[config.mk]
export PLATFORM = sky130hd
export DESIGN_NAME = data_bus_initiator
export DESIGN_NICKNAME = d
export VERILOG_FILES = /design/src/rtl/Constants.sv /design/src/rtl/Decode.sv /design/src/rtl/data_bus_pkg.sv /design/src/rtl/data_bus_byte_sequencer.sv /design/src/rtl/data_bus_initiator.sv
export SDC_FILE = /design/constraint.sdc
export NUM_CORES = 1
export LEC_CHECK = 0
export ABC_AREA = 1
export BUFFER_PORTS_ARGS = -buffer_cell sky130_fd_sc_hd__buf_2
export CAP_MARGIN = 20
export CORE_AREA = 8 8 200 126
export DETAILED_ROUTE_END_ITERATION = 8
export DIE_AREA = 0 0 208 134
export SYNTH_ARGS = -nofsm -noshare
export SYNTH_HDL_FRONTEND = slang
export SYNTH_SLANG_ARGS = --single-unit
export TNS_END_PERCENT = 1
[constraint.sdc]
create_clock -name clk -period 2.43 [get_ports clk]
set_input_delay 0.486 -clock clk [delete_from_list [all_inputs] [get_ports clk]]
set_output_delay 0.486 -clock clk [all_outputs]
set_load 0.005 [all_outputs]
[src/rtl/Constants.sv]
// Datapath widths shared across the pipeline.
package Constants;
  localparam int WIDTH = 32;
  localparam int BYTE  = 8;
endpackage

[src/rtl/Decode.sv]
// Load/store size-mode encodings produced by the decode stage; 2'b11 is unused.
package Decode;
  localparam logic [1:0] LoadStoreDataSizeMode_BYTE      = 2'b00;
  localparam logic [1:0] LoadStoreDataSizeMode_HALF_WORD = 2'b01;
  localparam logic [1:0] LoadStoreDataSizeMode_WORD      = 2'b10;
endpackage

[src/rtl/data_bus_pkg.sv]
// Shared types and helpers for the byte-serial data bus initiator.
package data_bus_pkg;

  localparam int W = Constants::WIDTH;

  typedef enum logic [1:0] {
    State_IDLE = 2'd0,
    State_XFER = 2'd1,
    State_DONE = 2'd2
  } state_e;

  function automatic logic mode_valid(input logic [1:0] mode);
    return (mode == Decode::LoadStoreDataSizeMode_BYTE) ||
           (mode == Decode::LoadStoreDataSizeMode_HALF_WORD) ||
           (mode == Decode::LoadStoreDataSizeMode_WORD);
  endfunction

  // Big-endian lanes: narrow accesses occupy the high offsets of the word.
  function automatic logic [1:0] first_offset(input logic [1:0] mode);
    logic [1:0] off;
    case (mode)
      Decode::LoadStoreDataSizeMode_BYTE:      off = 2'd3;
      Decode::LoadStoreDataSizeMode_HALF_WORD: off = 2'd2;
      default:                                 off = 2'd0;
    endcase
    return off;
  endfunction

  function automatic logic [1:0] last_offset(input logic [1:0] mode);
    return mode_valid(mode) ? 2'd3 : 2'd0;
  endfunction

  function automatic logic [W-1:0] extend_load(input logic [W-1:0] data,
                                               input logic [1:0]   mode,
                                               input logic         sext);
    logic [W-1:0] r;
    r = '0;
    case (mode)
      Decode::LoadStoreDataSizeMode_BYTE:
        r = {{(W-8){sext & data[7]}}, data[7:0]};
      Decode::LoadStoreDataSizeMode_HALF_WORD:
        r = {{(W-16){sext & data[15]}}, data[15:0]};
      Decode::LoadStoreDataSizeMode_WORD:
        r = data;
      default:
        r = '0;
    endcase
    return r;
  endfunction

endpackage

[src/rtl/data_bus_byte_sequencer.sv]
// Walks the byte offsets of one request over the req/ack bus with an ack timeout.
//   state      | meaning
//   State_IDLE | waiting for load/store
//   State_XFER | bus_req high for the current offset, waiting for ack
//   State_DONE | one-cycle completion pulse, error if timed out
module data_bus_byte_sequencer
  import data_bus_pkg::*;
#(
  parameter int TIMEOUT_CYCLES = 255,
  parameter int COUNTER_WIDTH  = 8
) (
  input  logic       clk,
  input  logic       rst,
  input  logic       start_i,
  input  logic       mode_ok_i,
  input  logic [1:0] first_off_i,
  input  logic [1:0] last_off_i,
  input  logic       bus_ack_i,
  output logic       idle_o,
  output logic       req_o,
  output logic       capture_o,
  output logic       last_o,
  output logic [1:0] offset_o,
  output logic       done_o,
  output logic       error_o
);

  localparam bit TMO_EN = (TIMEOUT_CYCLES != 0);
  localparam logic [COUNTER_WIDTH-1:0] TMO_LAST = COUNTER_WIDTH'(TIMEOUT_CYCLES - 1);

  state_e                   state_q;
  logic [1:0]               offset_q;
  logic [COUNTER_WIDTH-1:0] tmo_q;
  logic                     done_q;
  logic                     error_q;
  logic                     tmo_hit;

  assign idle_o    = (state_q == State_IDLE);
  assign req_o     = (state_q == State_XFER);
  assign capture_o = req_o & bus_ack_i;
  assign last_o    = (offset_q == last_off_i);
  assign offset_o  = offset_q;
  assign done_o    = done_q;
  assign error_o   = error_q;

  // An ack arriving on the final allowed cycle still wins over the timeout.
  assign tmo_hit = TMO_EN && req_o && !bus_ack_i && (tmo_q == TMO_LAST);

  always_ff @(posedge clk or negedge rst) begin
    if (!rst) begin
      state_q  <= State_IDLE;
      offset_q <= 2'd0;
      tmo_q    <= '0;
      done_q   <= 1'b0;
      error_q  <= 1'b0;
    end else begin
      case (state_q)
        State_IDLE: begin
          if (start_i) begin
            tmo_q <= '0;
            if (mode_ok_i) begin
              offset_q <= first_off_i;
              state_q  <= State_XFER;
            end else begin
              done_q  <= 1'b1;
              state_q <= State_DONE;
            end
          end
        end
        State_XFER: begin
          if (bus_ack_i) begin
            tmo_q <= '0;
            if (offset_q == last_off_i) begin
              done_q  <= 1'b1;
              state_q <= State_DONE;
            end else begin
              offset_q <= offset_q + 2'd1;
            end
          end else if (tmo_hit) begin
            tmo_q   <= '0;
            done_q  <= 1'b1;
            error_q <= 1'b1;
            state_q <= State_DONE;
          end else if (TMO_EN) begin
            tmo_q <= tmo_q + COUNTER_WIDTH'(1);
          end
        end
        State_DONE: begin
          done_q   <= 1'b0;
          error_q  <= 1'b0;
          offset_q <= 2'd0;
          state_q  <= State_IDLE;
        end
        default: begin
          done_q   <= 1'b0;
          error_q  <= 1'b0;
          offset_q <= 2'd0;
          tmo_q    <= '0;
          state_q  <= State_IDLE;
        end
      endcase
    end
  end

endmodule

[src/rtl/data_bus_initiator.sv]
// Turns one memory-stage load/store into big-endian byte transfers on a req/ack bus,
// stalling the pipeline until the assembled, extended result is ready.
module data_bus_initiator
  import data_bus_pkg::*;
#(
  parameter int TIMEOUT_CYCLES = 255,
  parameter int COUNTER_WIDTH  = 8
) (
  input  logic                       clk,
  input  logic                       rst,
  input  logic                       load,
  input  logic                       store,
  input  logic [1:0]                 load_store_data_size_mode,
  input  logic                       load_sign_extend,
  input  logic [Constants::WIDTH-1:0] address,
  input  logic [Constants::WIDTH-1:0] write_data,
  output logic                       busy,
  output logic                       done,
  output logic                       error,
  output logic [Constants::WIDTH-1:0] read_data,
  output logic                       bus_req,
  output logic                       bus_we,
  output logic [Constants::WIDTH-1:0] bus_addr,
  output logic [Constants::BYTE-1:0]  bus_wdata,
  input  logic [Constants::BYTE-1:0]  bus_rdata,
  input  logic                       bus_ack
);

  localparam int B = Constants::BYTE;

  logic       start;
  logic       accept;
  logic       seq_idle;
  logic       seq_req;
  logic       capture;
  logic       last;
  logic       seq_done;
  logic       seq_error;
  logic [1:0] offset;
  logic [1:0] lane_idx;
  logic       mode_ok;
  logic [1:0] first_off;
  logic [1:0] last_off;

  logic [W-1:0]        addr_q;
  logic [3:0][B-1:0]   wlanes_q;
  logic [3:0][B-1:0]   rlanes_q;
  logic [3:0][B-1:0]   rlanes_d;
  logic [1:0]          mode_q;
  logic                sext_q;
  logic                we_q;
  logic [W-1:0]        read_data_q;
  logic [W-1:0]        read_data_d;

  assign start     = load | store;
  assign accept    = seq_idle & start;
  assign mode_ok   = mode_valid(load_store_data_size_mode);
  assign first_off = first_offset(load_store_data_size_mode);
  assign last_off  = last_offset(mode_q);
  // Offset 0 is the most significant byte, i.e. lane 3 of the packed word.
  assign lane_idx  = ~offset;

  data_bus_byte_sequencer #(
    .TIMEOUT_CYCLES (TIMEOUT_CYCLES),
    .COUNTER_WIDTH  (COUNTER_WIDTH)
  ) u_seq (
    .clk         (clk),
    .rst         (rst),
    .start_i     (start),
    .mode_ok_i   (mode_ok),
    .first_off_i (first_off),
    .last_off_i  (last_off),
    .bus_ack_i   (bus_ack),
    .idle_o      (seq_idle),
    .req_o       (seq_req),
    .capture_o   (capture),
    .last_o      (last),
    .offset_o    (offset),
    .done_o      (seq_done),
    .error_o     (seq_error)
  );

  always_comb begin
    rlanes_d = rlanes_q;
    if (capture && !we_q) begin
      rlanes_d[lane_idx] = bus_rdata;
    end
  end

  // Result is formed on the final ack so it lines up with the done pulse.
  assign read_data_d = (capture && last && !we_q) ? extend_load(rlanes_d, mode_q, sext_q) : '0;

  always_ff @(posedge clk or negedge rst) begin
    if (!rst) begin
      addr_q      <= '0;
      wlanes_q    <= '0;
      rlanes_q    <= '0;
      mode_q      <= 2'd0;
      sext_q      <= 1'b0;
      we_q        <= 1'b0;
      read_data_q <= '0;
    end else begin
      read_data_q <= read_data_d;
      rlanes_q    <= rlanes_d;
      if (accept) begin
        addr_q   <= address;
        wlanes_q <= write_data;
        mode_q   <= load_store_data_size_mode;
        sext_q   <= load_sign_extend;
        we_q     <= store;
        rlanes_q <= '0;
      end
    end
  end

  assign busy      = seq_idle ? start : seq_req;
  assign done      = seq_done;
  assign error     = seq_error;
  assign read_data = read_data_q;
  assign bus_req   = seq_req;
  assign bus_we    = seq_req & we_q;
  assign bus_addr  = seq_req ? (addr_q + W'(offset)) : '0;
  assign bus_wdata = (seq_req && we_q) ? wlanes_q[lane_idx] : '0;

endmodule

* Word level (Yosys, flattened, before mapping) *
Index checks and enable logic that the tools add are counted.

word-level totals
  bits of input ports = 80
  output and inout bits = 77
  ROM bits = 0
  latch bits = 0
  register bits after elaboration = 146
  bits in writable memories = 0
  memories = 0
  word-level logic and storage cells = 107

cells by class
  multiplexer cells = 37
  multiply operators = 0
  shift operators = 0
  $lt $le $gt $ge = 2
  reduce and logical (&&, ||, !) cells = 21
  equal/unequal tests = 17
  add/subtract/negate cells = 3
  bitwise logic cells = 9
  divide/modulo/power cells = 0

operator list
  operator               count
  $mux W32               4
  $pmux W32 S3           1
  $mux W8                6
  $add A32 B2 Y32        1
  $bwmux W32             1
  $pmux W8 S3            1
  $mux W2                10
  $bmux W8 S2            1
  $demux W8 S2           1
  $pmux W2 S2            3
  $ne A2 B2 Y1 const B   5
  $add A8 B1 Y8 const B  1
  $eq A8 B8 Y1 const B   1
  $reduce_and A4 Y1      2
  $logic_and A1 B1 Y1    7
  $mux W1                7
  $eq A2 B1 Y1 const B   3
  $eq A2 B2 Y1 const B   3
  $logic_not A2 Y1       3
  $ne A3 B2 Y1 const B   2
  $reduce_and A3 Y1      2
  $and A1 B1 Y1          5
  $logic_or A1 B1 Y1     4
  $ne A2 B1 Y1 const B   2
  other kinds (10)       13

* Logic depth before layout (Yosys ltp) *
Gate-level depths: netlist (run 1).

  depth after elaboration = 10
  gate-level depth with buffers = 13
  mapped depth without buffers = 10

* Modules after synthesis *
Synthesis (run 1) repeated with hierarchy kept, for this count alone.

second synthesis, totals
  cell total of the unflattened synthesis = 1,026
  area, all modules = 7,539.7 um2

modules (own cells, without submodules)
  module                   area an instance (um2)  seq. area each (um2)  instances  cells an instance
  data_bus_initiator       6,663.9                 3,303.2               1          905
  data_bus_byte_sequencer  875.8                   350.3                 1          121

* Least setup slack after synthesis (run 1) *
OpenSTA, ideal clock, no wires.

  kind = flip-flop to output port
  start = register u_seq.offset_q[0], in the netlist u_seq.offset_o[0]
  end = output port bus_addr[18] (netlist bit)
  buffers on the path = 0
  stages on the path, launching flop included = 11
  slack = 339 ps
  arrival = 1,605 ps
  data required time = 1,944 ps
  cell sequence = dfrtp_1 > ha_1 > fa_1 > nand2_1 > nor2_1 > nand2_1 > nor2_1 > nand3_1 > nand2_1 > nand2_1 > nor2_1

between the ends
  word-level cells in the longest chain between the ends = 2

ends and longest elaborated chain
  item                    RTL line                       source
  from (decl)             data_bus_byte_sequencer.sv:32  logic [1:0] offset_q;
  from (signal assigned)  data_bus_byte_sequencer.sv:62  offset_q <= first_off_i;
  from (signal assigned)  data_bus_byte_sequencer.sv:77  offset_q <= offset_q + 2'd1;
  $add A32 B2 Y32         data_bus_initiator.sv:122      assign bus_addr = seq_req ? (addr_q + W'(offset)) : '0;
  $mux W32                data_bus_initiator.sv:122
  to (decl)               data_bus_initiator.sv:23       output logic [Constants::WIDTH-1:0] bus_addr,

No other way between the ends.

* Worst setup path in the final report (run 1) *
  start = register addr_q[0]
  end = output port bus_addr[16] (netlist bit)

between the ends
  word-level cells in the longest chain between the ends = 2

ends and longest elaborated chain
  item                    RTL line                   source
  from (decl)             data_bus_initiator.sv:45   logic [W-1:0] addr_q;
  from (signal assigned)  data_bus_initiator.sv:106  addr_q <= address;
  $add A32 B2 Y32         data_bus_initiator.sv:122
  $mux W32                data_bus_initiator.sv:122

No other way between the ends.

==> flow_metrics.py, run 1 <==
metrics = {
    "outcome": {
        "status": "finished with violations",
        "violations": "negative setup slack",
    },
    "critical_path": {
        "crit_top_cell": "nor2_1",
        "start_kind": "flip-flop",
        "crit_chain": "ha_4 -> fa_2 -> nand2_4 -> nor2_4 -> nand2_1 -> nor2_1 -> xnor2_1 -> nor2_1 -> buf_2",
        "startpoint": "addr_q[0]",
        "reg2reg_from": "u_seq.offset_o[0]",
        "ff2ff_path_depth": 8,
        "worst_setup_path_end_kind": "primary output",
        "r2r_setup_slack_ns": 0.36,
        "worstPathRequired_ns": 1.94,
        "cp.arrival_ns": 2.15,
        "path_max_fanout": 5,
        "critPathCapture": "bus_addr[16]",
        "critPathSlowestCell": "dfrtp_1",
        "critPathMaxStageDelay_ns": 0.40,
        "path_class": "reg2out",
        "r2r-end": "read_data[13]",
    },
    "placed_design": {
        "dp.final_hpwl_um": 18600,
        "placed_cells": 1527,
        "dpl_cell_area_sq_mm": 0.00885,
        "gp_congestion": 0.991,
        "numPortBuffers": 156,
    },
    "sta": {
        "finClkSkew_ns": 0.00821,
        "fin_ws_ns": -0.204,
        "setup_viol": 33,
        "rsz0062_at_grt": "yes",
        "hold_violations": 0,
        "tns_ns": -3.28,
        "tightestPinTransition_ns": 0.706,
        "post-route-min-period_ns": 2.63,
        "fmax_mhz": 380,
        "maxSlewHeadroom_pct": 52.9,
        "maxSlewViolCount": 0,
        "period_share_pct": 108,
    },
    "drt": {
        "vias": 7402,
        "post_drt_wl_per_cell_um": 15.9,
        "vias_per_cell": 4.74,
        "drc": 0,
        "dr.pass1.iters": 5,
        "drt_iter0_drc": 609,
        "antenna_left": 0,
        "drt_wl_total_um": 24800,
    },
    "clocking": {
        "cts_htree_levels": 4,
        "numCtsBuffers": 17,
        "cts_buffer_depth": 2,
        "clkSinkCount": 146,
        "path_clk_slew_ns": 0.06,
        "tritoncts": "yes",
        "clk_latency_ns": 0.43,
        "cts_hold_buf": 0,
        "cts-root-buf": "clkbuf_16",
    },
    "pwr": {
        "peakVddDrop_mv": 0.500,
        "power_density_mw_per_mm2": 1110,
        "leakagePower_nw": 5.14,
        "power_w": 0.0107,
    },
    "floorplanning": {
        "initial_core_util_pct": 34.2,
        "fp.dieH_um": 134,
        "rows": 43,
        "fp.dieW_um": 208,
        "io_pins": 157,
        "dieArea_sq_mm": 0.0279,
        "core_area_sq_mm": 0.0224,
    },
    "hold_path": {
        "hp-class": "in2async",
    },
    "cells_and_area": {
        "final_cell_mix": "nand2_1, buf_2, nor2_1, dfrtp_1, inv_1",
        "antenna_cells": 0,
        "fin_nets": 1346,
        "syn2layout_area_growth_pct": 25.5,
        "instances_no_fill": 1562,
        "layout-drive-gt1-share_pct": 20.7,
        "fin_util_pct": 42.9,
        "final_cell_area_sq_mm": 0.00960,
        "final_common_cell": "nand2_1",
    },
    "logic_synthesis": {
        "syn_avg_cell_area_sq_um": 7.02,
        "synth_seq_area_share_pct": 47.8,
        "yosys_warnings": 0,
        "ys_ff_latch": 146,
        "syn_area_sq_mm": 0.00765,
        "yosys.cell_types.count": 27,
        "synth_nets": 1178,
        "netlist_instances": 1089,
    },
    "grt": {
        "antenna_found_initial": 0,
        "grt_pass1_vias": 6977,
        "grt_max_degree": 57,
        "grt.overflow.total": 0,
        "grt_pass1_wl_um": 39100,
        "track_usage_pct": 17.8,
    },
    "run": {
        "maxCapViolations": 0,
    },
}
worst min-delay path by stage:
| stage | startpoint | end | cells past startpoint |
|---|---|---|---|
| floorplan | rst | addr_q[0] | 0 |
| global placement | wlanes_q[17] | wlanes_q[17] | 2 |
| detailed placement | wlanes_q[5] | wlanes_q[5] | 2 |
| CTS | rst | wlanes_q[24] | 1 |
| global route | rst | wlanes_q[8] | 1 |
| finish | rst | wlanes_q[8] | 1 |
synth_stat cells:
library cell	instances	area, sq um
nor2_1	157	589
nand2_1	425	1600
nand4_4	1	21.3
xnor2_1	5	43.8
buf_4	5	37.5
inv_2	4	15.0
nand3_2	2	20.0
o31ai_1	1	7.51
buf_1	2	7.51
buf_2	18	90.1
dfrtp_1	146	3650
o22ai_1	1	6.26
xor2_1	2	17.5
o21ai_0	85	425
ha_1	8	100
o21ai_1	7	35.0
and3_1	1	6.26
nand3b_1	3	22.5
clkinv_1	1	3.75
nand4_1	5	31.3
nand3_1	40	200
inv_1	111	417
a21oi_1	41	205
nor2_4	1	11.3
clkbuf_1	14	52.6
nor2_2	2	12.5
fa_1	1	20.0
timing repair:
action,in CTS,in global routing
resized for setup,36,11
setup endpoints to repair,38,39
setup buffers,5,0
pin swaps,11,1
critical path, delay by kind of cell (launching register included):
family / cells / cell delay [ns]
buf+inv: 1 / 0.12
flops: 1 / 0.40
fa+ha+maj: 2 / 0.39
xor+xnor: 1 / 0.16
simple gates: 5 / 0.64
area by class of cell:
type                       instances  area (sq um)
fill                            2327         12800
sequential                       146          3660
multi-input combinational        788          3500
timing repair buffer             188          1060
clock buffer                      19           443
inverter                         116           437
tap                              292           365
clock inverter                    13           136
routing by layer:
metal	GRT usage, %	vias up	share of wire, %
li1	-	3685	-
met1	27.7	3435	53
met2	22.9	261	38
met3	5.57	21	8.4
met4	4.36	0	0.92
met5	0	-	0
registers in the layout, summed over array words and instances (netlist names):
signal	cells
mode_q	2
wlanes_q	32
u_seq.state_q	2
we_q	1
rlanes_q	32
read_data	32
u_seq.done_o	1
u_seq.tmo_q	8
sext_q	1
addr_q	32
u_seq.offset_o	2
u_seq.error_o	1
report_power, final:
part | internal [W] | leakage (nW) | switching [W]
Sequential | 0.00316 | 1.91 | 0.000626
Combinational | 0.00144 | 2.96 | 0.00284
Clock | 0.00154 | 0.275 | 0.00109
Total | 0.00613 | 5.14 | 0.00456
logic make-up after synthesis:
family / Yosys count / synth area share [%]
simple gates: 637 / 32.8
flops: 146 / 47.8
buf+inv: 155 / 8.15
xor+xnor: 7 / 0.802
fa+ha+maj: 9 / 1.57
compound gates: 135 / 8.88
through the flow:
stage                     hold slack [ns]  setup slack [ns]
final                              0.0335            -0.204
after global routing               0.0704            -0.334
after CTS                          0.0420            -0.215
after detailed placement            0.453            0.0749
after global placement              0.448             0.133
after floorplan                     0.190             0.339
Power figures use the tool's default switching activity.
==> run 2: changes to the inputs <==
Settings changed: CORE_AREA 8 8 200 126 to 8 8 157 159, DIE_AREA 0 0 208 134 to 0 0 165 167.
==> run 2 against run 1 <==
The flow still finishes with violations (negative setup slack). Count of clock-buffer cells in the layout rose by 2. Highest routed layer is now met5. Combinational power fell by 1%. Clock skew grew 0.0026 ns. Critical path depth is 1 higher. Sequential cell count unchanged. Hold slack worse by 0.016 ns. Setup slack got worse by 0.0038 ns. Utilization rose by 0.11 points. Via count down 2.6%. Register-to-register slack got worse by 0.02 ns.
==> flow_metrics.py, run 2 (synthesis results as in run 1) <==
metrics = {
    "critical_path": {
        "worstPathRequired_ns": 1.94,
        "worst_setup_path_end_kind": "primary output",
        "path_max_fanout": 3,
        "start_kind": "flip-flop",
        "path_class": "reg2out",
        "cp.arrival_ns": 2.15,
    },
    "placed_design": {
        "numPortBuffers": 156,
        "gp_congestion": 0.919,
        "dp.final_hpwl_um": 15800,
    },
    "grt": {
        "grt_max_degree": 125,
        "grt_util_met1_pct": 21.4,
        "gr-max-usage-layer": "met2",
        "grt.overflow.total": 0,
        "grt_pass1_vias": 7254,
        "use_met3_pct": 4.61,
        "grt_pass1_wl_um": 36300,
        "track_usage_pct": 16.3,
        "antenna_found_initial": 2,
        "use_met2_pct": 25.8,
    },
    "cells_and_area": {
        "final_common_cell": "nand2_1",
        "syn2layout_area_growth_pct": 25.0,
        "layout-drive-gt1-share_pct": 19.4,
        "antenna_cells": 0,
        "final_cell_mix": "nand2_1, buf_2, nor2_1",
        "fin_nets": 1342,
    },
    "sta": {
        "hold_violations": 0,
        "tns_ns": -2.56,
        "maxSlewHeadroom_pct": 64.0,
        "post-route-min-period_ns": 2.64,
        "fmax_mhz": 379,
        "whs_ns": 0.0179,
        "finClkSkew_ns": 0.0108,
        "fin_ws_ns": -0.208,
        "setup_viol": 27,
        "maxSlewViolCount": 0,
        "rsz0062_at_grt": "yes",
        "tightestPinTransition_ns": 0.541,
        "period_share_pct": 109,
    },
    "floorplanning": {
        "fp.dieH_um": 167,
        "fp.dieW_um": 165,
        "io_pins": 157,
        "core_area_sq_mm": 0.0222,
        "rows": 55,
        "dieArea_sq_mm": 0.0276,
        "initial_core_util_pct": 34.4,
    },
    "pwr": {
        "power_density_mw_per_mm2": 1100,
        "leakagePower_nw": 5.14,
        "peakVddDrop_mv": 0.590,
    },
    "outcome": {
        "violations": "negative setup slack",
        "status": "finished with violations",
    },
    "clocking": {
        "numCtsBuffers": 17,
        "tritoncts": "yes",
        "clk_latency_ns": 0.43,
        "path_clk_slew_ns": 0.06,
        "clkSinkCount": 146,
        "cts_buffer_depth": 2,
        "cts_htree_levels": 4,
        "cts-root-buf": "clkbuf_16",
    },
    "hold_path": {
        "hp-class": "in2async",
    },
    "drt": {
        "antenna_left": 0,
        "drt_wl_total_um": 21900,
        "drc": 0,
        "drt_iter0_drc": 456,
        "vias": 7212,
        "vias_per_cell": 4.65,
        "dr.pass1.iters": 5,
        "post_drt_wl_per_cell_um": 14.1,
    },
    "run": {
        "maxCapViolations": 0,
    },
}
## run 2: cell types whose count changed in the layout (fill, tap and decap cells not counted), moves of 2 or more
cell / delta
buf_12: +2
buf_4: -4
buf_6: -2
clkinv_2: -3
dfrtp_1: +3
dfrtp_2: -3
inv_1: +3
inv_2: -3
nand2_1: +3
nand2_2: -3
nor2_1: +4
nor2_2: -3
## run 2: cell type report
cell class / instances / area [sq um]
Clock buffer: 21 / 460
Clock inverter: 11 / 129
Fill cell: 2317 / 12700
Inverter: 116 / 439
Multi-Input combinational cell: 788 / 3470
Sequential cell: 146 / 3650
Tap cell: 285 / 357
Timing Repair Buffer: 184 / 1050
## run 2: timing repair
action,CTS,global route
endpoints found under the setup margin,35,39
hold buffers,0,0
pin swaps,6,2
gates resized for setup,22,8
setup buffers,3,1
endpoints found under the hold margin,0,0
## run 2: path summary, 6_finish.rpt
kind / start / endpoint / slack (ns) / depth (start not counted)
setup / recovery: addr_q[0] / bus_addr[10] / -0.21 / 10
hold / removal: rst / read_data[13] / 0.02 / 1
setup reg to reg: u_seq.offset_o[0] / read_data[17] / 0.34 / 10
hold reg to reg: wlanes_q[7] / wlanes_q[7] / 0.47 / 2
max in group asynchronous: rst / addr_q[26] / 1.77 / 2
min in group clk: address[11] / addr_q[11] / 0.26 / 3
## run 2: through the flow
step	setup slack [ns]	utilization (%)	total power, W	cells	area (sq um)
after global routing	-0.341	43.0	0.0115	1551	9560
after floorplan	0.339	-	0.00639	1089	7650
after detailed placement	0.0376	39.7	0.00783	1515	8830
after global placement	0.0661	39.7	0.00778	1515	8830
after CTS	-0.228	42.8	0.0106	1550	9510
final	-0.208	43.0	0.0106	1551	9560
## run 2: per-layer routing
layer / routed length (um) / part of all wire, %
met2: 10100 / 46
met4: 162 / 0.74
met3: 1300 / 6.0
met1: 10300 / 47
met5: 28 / 0.13
## run 2: worst max-delay path, cell delays in order, from the launching register on
cell     delay [ns]
dfrtp_1        0.39
ha_2           0.20
fa_2           0.37
nand2_4        0.09
nor2_4         0.05
nand2_2        0.09
nor2_4         0.05
buf_4          0.14
xor2_2         0.13
nor2_1         0.09
buf_2          0.12
## run 2: report_power, final
group / switching (W) / leakage [nW] / internal, W
registers: 0.000534 / 1.91 / 0.00316
clock network: 0.00107 / 0.284 / 0.00157
logic: 0.00277 / 2.95 / 0.00145
total: 0.00437 / 5.14 / 0.00619
==> run 3: changes to the inputs <==
Settings changed: CORE_AREA 8 8 157 159 to 2 2 151 153, DIE_AREA 0 0 165 167 to 0 0 153 155.
==> run 3 against run 2 <==
The run still ends with negative setup slack left. Power up 0.44%. Routed wire length down 3.6%. Sequential power about the same. Highest routed layer unchanged. Critical path type unchanged. Non-clock buffer count up 6. Sequential cell count unchanged. Largest cell class unchanged.
==> flow_metrics.py, run 3 (synthesis results as in run 1) <==
metrics = {
    "critical_path": {
        "path_class": "reg2out",
        "start_kind": "flip-flop",
        "cp.arrival_ns": 2.20,
        "path_max_fanout": 3,
        "critPathMaxStageDelay_ns": 0.42,
        "crit_chain": "ha_4 -> fa_2 -> nand2_4 -> nor2_4 -> nand2_2 -> nor2_4 -> buf_4 -> xor2_1 -> nor2_1 -> buf_2",
        "reg2reg_from": "u_seq.offset_o[0]",
        "r2r_setup_slack_ns": 0.24,
        "path_depth": 10,
        "cp_top_family": "adder cells",
        "crit_top_cell": "nor2_4",
        "ff2ff_path_depth": 9,
        "critPathSlowestCell": "fa_2",
        "r2r-end": "read_data[13]",
        "worstPathRequired_ns": 1.94,
        "worst_setup_path_end_kind": "primary output",
        "path_buf_inv": 2,
    },
    "sta": {
        "maxSlewViolCount": 0,
        "fin_ws_ns": -0.256,
        "post-route-min-period_ns": 2.69,
        "maxSlewHeadroom_pct": 61.0,
        "setup_viol": 34,
        "rsz0062_at_grt": "yes",
        "tightestPinTransition_ns": 0.586,
        "hold_violations": 0,
        "finClkSkew_ns": 0.0117,
        "whs_ns": 0.255,
        "fmax_mhz": 372,
        "period_share_pct": 111,
    },
    "cells_and_area": {
        "fin_nets": 1348,
        "final_cell_area_sq_mm": 0.00965,
        "layout-drive-gt1-share_pct": 20.1,
        "instances_no_fill": 1558,
        "fin_util_pct": 43.4,
        "final_cell_mix": "nand2_1, buf_2, nor2_1",
        "fillers": 2327,
        "final_common_cell": "nand2_1",
        "syn2layout_area_growth_pct": 26.2,
    },
    "placed_design": {
        "numPortBuffers": 156,
        "dp.final_hpwl_um": 14900,
        "dpl_cell_area_sq_mm": 0.00884,
        "post-place-ws_ns": 0.0574,
        "placed_cells": 1517,
        "gp_congestion": 0.901,
    },
    "grt": {
        "antenna_found_initial": 2,
        "grt_max_degree": 71,
        "grt.overflow.total": 0,
        "grt_pass1_vias": 6864,
        "grt_pass1_wl_um": 34400,
        "track_usage_pct": 17.9,
    },
    "floorplanning": {
        "rows": 55,
        "dieArea_sq_mm": 0.0237,
        "initial_core_util_pct": 34.4,
        "fp.dieW_um": 153,
        "fp.dieH_um": 155,
        "io_pins": 157,
        "core_area_sq_mm": 0.0222,
    },
    "drt": {
        "drt_wl_total_um": 21100,
        "antenna_left": 0,
        "vias_per_cell": 4.66,
        "drc": 0,
        "vias": 7253,
        "post_drt_wl_per_cell_um": 13.5,
        "dr.pass1.iters": 5,
        "drt_iter0_drc": 409,
    },
    "pwr": {
        "peakVddDrop_mv": 0.564,
        "leakagePower_nw": 5.18,
        "power_density_mw_per_mm2": 1100,
    },
    "hold_path": {
        "min-delay-start": "write_data[31]",
        "hp-class": "in2reg",
        "whs_path_depth": 3,
        "hold_end": "wlanes_q[31]",
    },
    "clocking": {
        "cts_htree_levels": 4,
        "cts-root-buf": "clkbuf_16",
        "tritoncts": "yes",
        "clkSinkCount": 146,
        "numCtsBuffers": 17,
        "path_clk_slew_ns": 0.06,
        "clk_latency_ns": 0.43,
        "cts_buffer_depth": 2,
    },
    "outcome": {
        "violations": "negative setup slack",
        "status": "finished with violations",
    },
    "run": {
        "maxCapViolations": 0,
    },
}
run 3: timing repair:
action	CTS	global route
endpoints found under the setup margin	37	39
cloned	0	0
hold endpoints to repair	12	0
buffers inserted	3	4
pin swaps	4	7
resized for setup	24	16
hold buffers	1	0
run 3: final cells by class:
cell class	instances	area, sq um	share of cell area [%]
multi-input combinational	788	3490	36.2
clock inverter	12	158	1.63
timing repair buffer	190	1100	11.4
sequential	146	3650	37.9
tap	285	357	3.70
inverter	116	438	4.54
clock buffer	20	447	4.63
antenna	1	2.50	0.0259
run 3: worst min-delay path: cells and delay by family:
kind / cells / cell delay (ns)
and+or+nand+nor: 2 / 0.09
buffers and inverters: 1 / 0.07
run 3: metal layers:
layer	part of all wire (%)	GRT usage (%)
met2	46	29.4
met5	0.062	0
met1	48	24.3
met3	4.7	3.73
met4	1.1	4.98
run 3: how the worst max path moves through the flow:
stage | start | end | slack [ns]
global placement | u_seq.offset_o[0] | bus_addr[26] | 0.02
floorplan | u_seq.offset_o[0] | bus_addr[18] | 0.34
finish | u_seq.offset_o[0] | bus_addr[10] | -0.26
detailed placement | u_seq.offset_o[0] | bus_addr[26] | 0.06
global route | u_seq.offset_o[0] | bus_addr[10] | -0.32
CTS | u_seq.offset_o[0] | bus_addr[26] | -0.20
run 3: stage by stage:
step / TNS (ns) / power [W]
floorplan: 0 / 0.00639
global placement: 0 / 0.00770
detailed placement: 0 / 0.00776
CTS: -3.86 / 0.0106
global route: -8.58 / 0.0115
finish: -3.65 / 0.0106
run 3: power by group:
| part | leakage (nW) | internal [W] | switching [W] |
|---|---|---|---|
| registers | 1.91 | 0.00316 | 0.000542 |
| logic | 2.98 | 0.00145 | 0.00273 |
| clock network | 0.287 | 0.00165 | 0.00108 |
| total | 5.18 | 0.00625 | 0.00435 |
